## config.mk

```make
export PLATFORM = sky130hd
export DESIGN_NAME = channel_accum
export DESIGN_NICKNAME = d
export VERILOG_FILES = /design/src/rtl/channel_accum.sv
export SDC_FILE = /design/constraint.sdc
export NUM_CORES = 1
export LEC_CHECK = 0
export BUFFER_PORTS_ARGS = -buffer_cell sky130_fd_sc_hd__buf_4
export CAP_MARGIN = 40
export CORE_UTILIZATION = 30
export CTS_CLUSTER_SIZE = 14
export DETAILED_ROUTE_END_ITERATION = 8
export GPL_TIMING_DRIVEN = 1
export PLACE_DENSITY_LB_ADDON = 0.25
export SLEW_MARGIN = 20
export SYNTH_ARGS = -nofsm -noshare
export SYNTH_HDL_FRONTEND = slang
export SYNTH_SLANG_ARGS = --single-unit
```

## constraint.sdc

```tcl
create_clock -name clk -period 7.86 [get_ports clk]
set_input_delay 0 -clock clk [delete_from_list [all_inputs] [get_ports clk]]
set_output_delay 0 -clock clk [all_outputs]
set_load 0.01 [all_outputs]
```

## src/rtl/channel_accum.sv

```systemverilog
// rtl/channel_accum.sv - per-channel phase accumulator with bias, shift, ReLU and saturation
module channel_accum #(
  parameter int DATA_LEN = 16,
  parameter int ACC_LEN  = DATA_LEN + 8,
  parameter int SHIFT    = 0
) (
  input  logic                       clk,
  input  logic                       rst,
  input  logic                       start,
  input  logic [2:0]                 n_phase,
  input  logic signed [DATA_LEN-1:0] bias,
  input  logic                       in_valid,
  input  logic signed [DATA_LEN-1:0] d,
  output logic                       busy,
  output logic                       valid,
  output logic signed [DATA_LEN-1:0] q,
  output logic                       err
);

  typedef enum logic [1:0] {S_IDLE, S_ACCUM, S_BIAS, S_OUT} state_t;

  localparam logic signed [ACC_LEN-1:0] MAX_POS =
    {{(ACC_LEN-DATA_LEN+1){1'b0}}, {(DATA_LEN-1){1'b1}}};

  state_t                      r_state;
  state_t                      w_next;
  logic                        r_in_valid_d;
  logic signed [ACC_LEN-1:0]   r_acc;
  logic [2:0]                  r_cnt;
  logic [2:0]                  r_n_lat;
  logic signed [DATA_LEN-1:0]  r_b_lat;
  logic                        w_sample;
  logic signed [ACC_LEN-1:0]   w_d_ext;
  logic signed [ACC_LEN-1:0]   w_b_ext;
  logic signed [ACC_LEN-1:0]   w_shifted;
  logic signed [DATA_LEN-1:0]  w_sat;

  assign w_sample  = in_valid & ~r_in_valid_d;
  assign w_d_ext   = {{(ACC_LEN-DATA_LEN){d[DATA_LEN-1]}}, d};
  assign w_b_ext   = {{(ACC_LEN-DATA_LEN){r_b_lat[DATA_LEN-1]}}, r_b_lat};
  assign w_shifted = r_acc >>> SHIFT;
  assign busy      = (r_state != S_IDLE);

  // ReLU clamps negatives to zero, then positive overflow saturates
  always_comb begin
    w_sat = w_shifted[DATA_LEN-1:0];
    if (w_shifted < 0)
      w_sat = '0;
    else if (w_shifted > MAX_POS)
      w_sat = MAX_POS[DATA_LEN-1:0];
  end

  always_ff @(posedge clk) begin
    if (rst)
      r_state <= S_IDLE;
    else
      r_state <= w_next;
  end

  always_comb begin
    w_next = r_state;
    if (start) begin
      w_next = S_ACCUM;
    end else begin
      case (r_state)
        S_ACCUM: if (w_sample && (r_cnt == r_n_lat)) w_next = S_BIAS;
        S_BIAS:  w_next = S_OUT;
        S_OUT:   w_next = S_IDLE;
        default: w_next = r_state;
      endcase
    end
  end

  always_ff @(posedge clk) begin
    if (rst) begin
      r_in_valid_d <= 1'b0;
      r_acc        <= '0;
      r_cnt        <= '0;
      r_n_lat      <= '0;
      r_b_lat      <= '0;
      valid        <= 1'b0;
      q            <= '0;
      err          <= 1'b0;
    end else begin
      r_in_valid_d <= in_valid;
      valid        <= 1'b0;
      if (start) begin
        // a sample rising together with start is dropped on purpose
        r_acc   <= '0;
        r_cnt   <= '0;
        r_n_lat <= n_phase;
        r_b_lat <= bias;
        err     <= 1'b0;
      end else begin
        case (r_state)
          S_ACCUM: begin
            if (w_sample) begin
              r_acc <= r_acc + w_d_ext;
              r_cnt <= r_cnt + 3'd1;
            end
          end
          S_BIAS: r_acc <= r_acc + w_b_ext;
          S_OUT: begin
            q     <= w_sat;
            valid <= 1'b1;
          end
          default: ;
        endcase
        if (w_sample && (r_state != S_ACCUM))
          err <= 1'b1;
      end
    end
  end

endmodule

```

Word level (Yosys, flattened, before mapping)
Cells that the tools add are included.
- input bits: 39
- logic and storage cells: 46
- output and inout bits: 19
- register bits: 67
- bitwise logic cells: 3
- equality and inequality tests: 8
- add/subtract/negate cells: 3
- multiplexer cells: 8
- $lt $le $gt $ge: 2
- reduce and logical (&&, ||, !) cells: 12
- operator list (operator ; number):
    $add A24 B16 Y24 ; 2
    $pmux W24 S2 ; 1
    $mux W16 ; 2
    $gt A24 B16 Y1 const B ; 1
    $lt A24 B1 Y1 const B ; 1
    $mux W24 ; 1
    $reduce_and A2 Y1 ; 5
    $pmux W2 S3 ; 1
    $eq A2 B2 Y1 const B ; 2
    $ne A2 B2 Y1 const B ; 2
    $reduce_bool A2 Y1 ; 2
    $reduce_bool A4 Y1 ; 1
    $add A3 B1 Y3 const B ; 1
    $eq A3 B3 Y1 ; 1
    $ne A3 B3 Y1 const B ; 1
    $reduce_bool A3 Y1 ; 1
    $eq A2 B1 Y1 const B ; 1
    $logic_and A1 B1 Y1 ; 2
    $mux W1 ; 2
    $mux W2 ; 1
    $ne A2 B1 Y1 const B ; 1
    $not A1 Y1 ; 2
    $reduce_or A2 Y1 ; 1
    $and A1 B1 Y1 ; 1

Depth between registers and ports, before layout
- depth after elaboration: 6
- mapped depth: 15
- gate-level depth less buffers: 13

Least setup slack after synthesis
Ideal clock, no wire load.
- kind: reg-to-reg
- start point: register r_state[0]
- end point: register r_acc[10]
- setup time: 0.117 ns
- cell stages (with the launch flop): 16
- path slack: 4.426 ns
- period minus slack after synthesis: 3.434 ns
- arrival time: 3.316 ns
- buffers on the path: 2
- path through: dfxtp_1 > inv_1 > ha_1 > clkbuf_1 > buf_1 > mux2_2 > ha_1 > inv_1 > fa_1 > and2b_4 > o2111ai_2 > a21boi_1 > o21ai_1 > a21oi_1 > or3_1 > a32o_1
- word-level cells in the longest chain between the ends: 3
- elaborated cells on any way between the ends: 6
- classes of those cells: eq/ne (3); mux (1); reduce/logical (2)
- ends and longest elaborated chain (item ; line ; RTL):
    start, declared ; 25 ; state_t r_state;
    start signal, assigned ; 57 ; r_state <= w_next;
    $eq A2 B1 Y1 or $eq A2 B2 Y1 (tied branches) ; 95 ; case (r_state)
    $ne A2 B2 Y1 (no source line) or $reduce_bool A2 Y1 (tied branches) ; -- ;
    $reduce_and A2 Y1 (no source line) ; -- ;
    end signal, assigned ; 98 ; r_acc <= r_acc + w_d_ext;
    end signal, assigned ; 102 ; S_BIAS: r_acc <= r_acc + w_b_ext;
    end, declared ; 28 ; logic signed [ACC_LEN-1:0] r_acc;
Parallel ways exist; a longest one is shown, timed or not.
A chain may end at the register's enable or synchronous reset.

Worst setup path in the final report
Ends and elaborated chain as after synthesis.

==> impl_metrics.toml <==
[clock_tree]
postCtsHoldBufs = 20
clockRootBuffer = "clkbuf_16"
cts_inserted_buffers = 9
cts_sinks = 67
htree_levels = 3
post_cts_resized = 0
post_cts.repair.setup_buffers = 0
cts_tree = "built"
clockBufferDepth = 2
clock_latency_ns = 0.33
clkTransAtPathRegs_ns = 0.06

[global_route]
grt_pass1_vias = 3460
overflow = 0
antenna_found_initial = 0
grtUsageMet2_pct = 26.8
grt_pass1_wl_um = 16500
grt_start_max_net_pins = 42
grt_use_met3_pct = 2.47
use_met1_pct = 19.5
track_usage_pct = 15.6
grt-busiest-layer = "met2"

[final_layout]
final_layout_size_suffix_gt1_share_pct = 19.7
diodes = 0
syn_to_final_growth_pct = 27.6
finalInstanceArea_sq_um = 5070
num-fill-cells = 1273
nets = 609
instances_no_fill = 715

[placed_design]
dp.cells = 679
io_buffers = 57
place_hpwl_um = 7370
gp_congestion = 0.869
post_dp_cell_area_sq_um = 4550

[die]
coreArea_sq_um = 12800
initial_core_util_pct = 31.1
die_area_sq_um = 13700
dieHeight_um = 117
chipWidth_um = 117
num_rows = 41
io_pins = 58

[drt]
post_drt_wl_per_cell_um = 14.1
routed_wl_um = 10100
drtPass1Iterations = 4
vias_per_cell = 4.90
route.detailed.drc = 0
vias = 3507
ant_nets = 0
drt-initial-drc-count = 169

[timing]
finalSetupTns_ns = 0
finalCritPeriodShare_pct = 44.2
grt_setup_unrepaired = "false"
fin_skew_ns = 0.00630
final-setup-viol-count = 0
fmax_ghz = 0.288
slew_headroom_pct = 56.7
final-max-slew-violation-count = 0
hold_viol = 0
min_period_ns = 3.47
hold_ws_ns = 0.0979
worst_pin_slew_ns = 0.649

[critical_path]
end_kind = "flip-flop"
worstPathCellList = "inv_1, ha_1, buf_8, mux2_2, ha_1, inv_1, fa_1, and2b_4, o2111ai_2, a21boi_1, o21ai_1, a21oi_1, or3_1, a32o_1"
crit_path_max_incr_delay_ns = 0.41
critPathArrivalTime_ns = 3.70
r2r_end = "r_acc[10]"
cp_data_required_time_ns = 8.08
crit_fanout = 13
worstSetupPathType = "reg -> reg"
startpoint = "r_state[0]"
start_kind = "flip-flop"
r2r-start = "r_state[0]"
rr_worst_depth = 14
critPathSlowestCell = "ha_1"
r2r_slack_ns = 4.39

[yosys]
synth_xor_area_share_pct = 4.41
synth_edf_count = 0
synth.area.top_cells = "dfxtp_1 34%, ha_1 9.8%, nor2_1 6.7%"
yosysUniqueCellTypes = 59
synth_top_area_cell = "dfxtp_1"
synth_top_family_by_area = "compound AO/OA/AOI/OAI gates"
ys_seq_area_share_pct = 33.8
ys_ff_latch = 67
syn-cell-area_sq_um = 3970
synth_cells = 473
synth_warnings = 0
yosysMostFrequentCell = "nor2_1"
synth_fa_ha_area_share_pct = 10.3
synthMuxAreaShare_pct = 9.57
async_flop_share_pct = 0
synth_common_cells = "71 x nor2_1, 67 x dfxtp_1, 49 x a21oi_1, 42 x nand2_1, 31 x ha_1"
syn_nets = 544
synth_compound_area_share_pct = 19.6
synth_area_per_cell_sq_um = 8.40
synth_flop_cell = "dfxtp_1"
synth_top_area_share_pct = 33.8
synth_simple_gate_area_share_pct = 18.5

[run_status]
status = "finished clean"

[pwr]
power_leakage_nw = 2.19
power_frac_comb_pct = 17.5
irDropWorstVdd_uv = 92.0
pwr-share-seq_pct = 37.7
clock_power_share_pct = 44.8
swShare_pct = 26.5
power.switching_mw = 0.254
p_int_mw = 0.704
power_density_nw_per_um2 = 189
power_mw = 0.957

[worst_hold_path]
hold_class = "in -> reg"
min_to = "q[7]"
hp-start = "rst"
whs_path_depth = 2

[run]
max_cap_viol_count = 0
worst max-delay path, delay by kind of cell (launching register included):
kind / cells / cell delay, ns
AOI/OAI and AO/OA: 5 / 0.92
adders and majority gates: 3 / 0.79
buffers and inverters: 3 / 0.45
DFF: 1 / 0.34
muxes: 1 / 0.34
and+or+nand+nor: 2 / 0.50
routing by layer:
layer,share of wire [%],vias to the layer above
met5,0,-
met4,1.1,0
met3,3.7,9
met2,47,71
met1,48,1628
li1,-,1799
through the flow:
step | setup WS, ns | util (%)
floorplan | 4.43 | -
finish | 4.39 | 39.7
detailed placement | 4.46 | 35.6
global route | 4.22 | 39.7
CTS | 4.39 | 39.7
global placement | 4.31 | 35.3
power groups by stage:
stage                     Sequential (mW)  Clock, mW  Combinational [mW]
after detailed placement            0.368          0               0.159
after floorplan                     0.365          0               0.113
final                               0.361      0.429               0.167
after CTS                           0.361      0.442               0.168
after global routing                0.362      0.455               0.186
after global placement              0.368          0               0.155
kinds of logic after synthesis:
family                     after synthesis
adders and majority gates               32
DFF                                     67
xor gates and xnor gates                20
AOI/OAI and AO/OA                      114
and+or+nand+nor                        165
buffers and inverters                   39
muxes                                   36
flip-flops by register name, summed over array words and instances, names as in the netlist:
name,cells
r_acc,24
r_cnt,3
r_n_lat,3
r_state,2
r_in_valid_d,1
q,16
valid,1
r_b_lat,16
err,1
area by class of cell:
cell class                      instances  area (sq um)  share of cell area, %
Multi-Input combinational cell        367          2480                   48.9
Sequential cell                        67          1340                   26.4
Timing Repair Buffer                   81           673                   13.3
Clock buffer                           10           229                   4.52
Tap cell                              172           215                   4.24
Clock inverter                          6          90.1                   1.78
Inverter                               12          45.0                  0.888
worst max path at each step:
stage / end / slack, ns / cells past startpoint
finish: r_acc[10] / 4.39 / 14
global route: r_acc[10] / 4.22 / 14
CTS: r_acc[10] / 4.39 / 14
detailed placement: r_acc[10] / 4.46 / 14
global placement: r_acc[10] / 4.31 / 13
floorplan: r_acc[10] / 4.43 / 15
placed cells by master, fill, tap and decap left out, types with 3 or more instances in the layout:
cell type and count:
nor2_1 71, dfxtp_1 67, buf_4 59, a21oi_1 49, nand2_1 42, ha_1 31, mux2i_1 20, dlygate4sd3_1 20
nor3_1 18, mux2_2 16, inv_1 11, xor2_1 11, a21o_1 10, xnor2_1 9, o21ai_1 9, clkbuf_16 9
o21ai_0 8, nand3_1 7, nand4_1 5, a211oi_1 4, o21bai_1 4, o21a_1 4, or3_1 3, o31a_1 3
(Power assumes the default switching activity.)
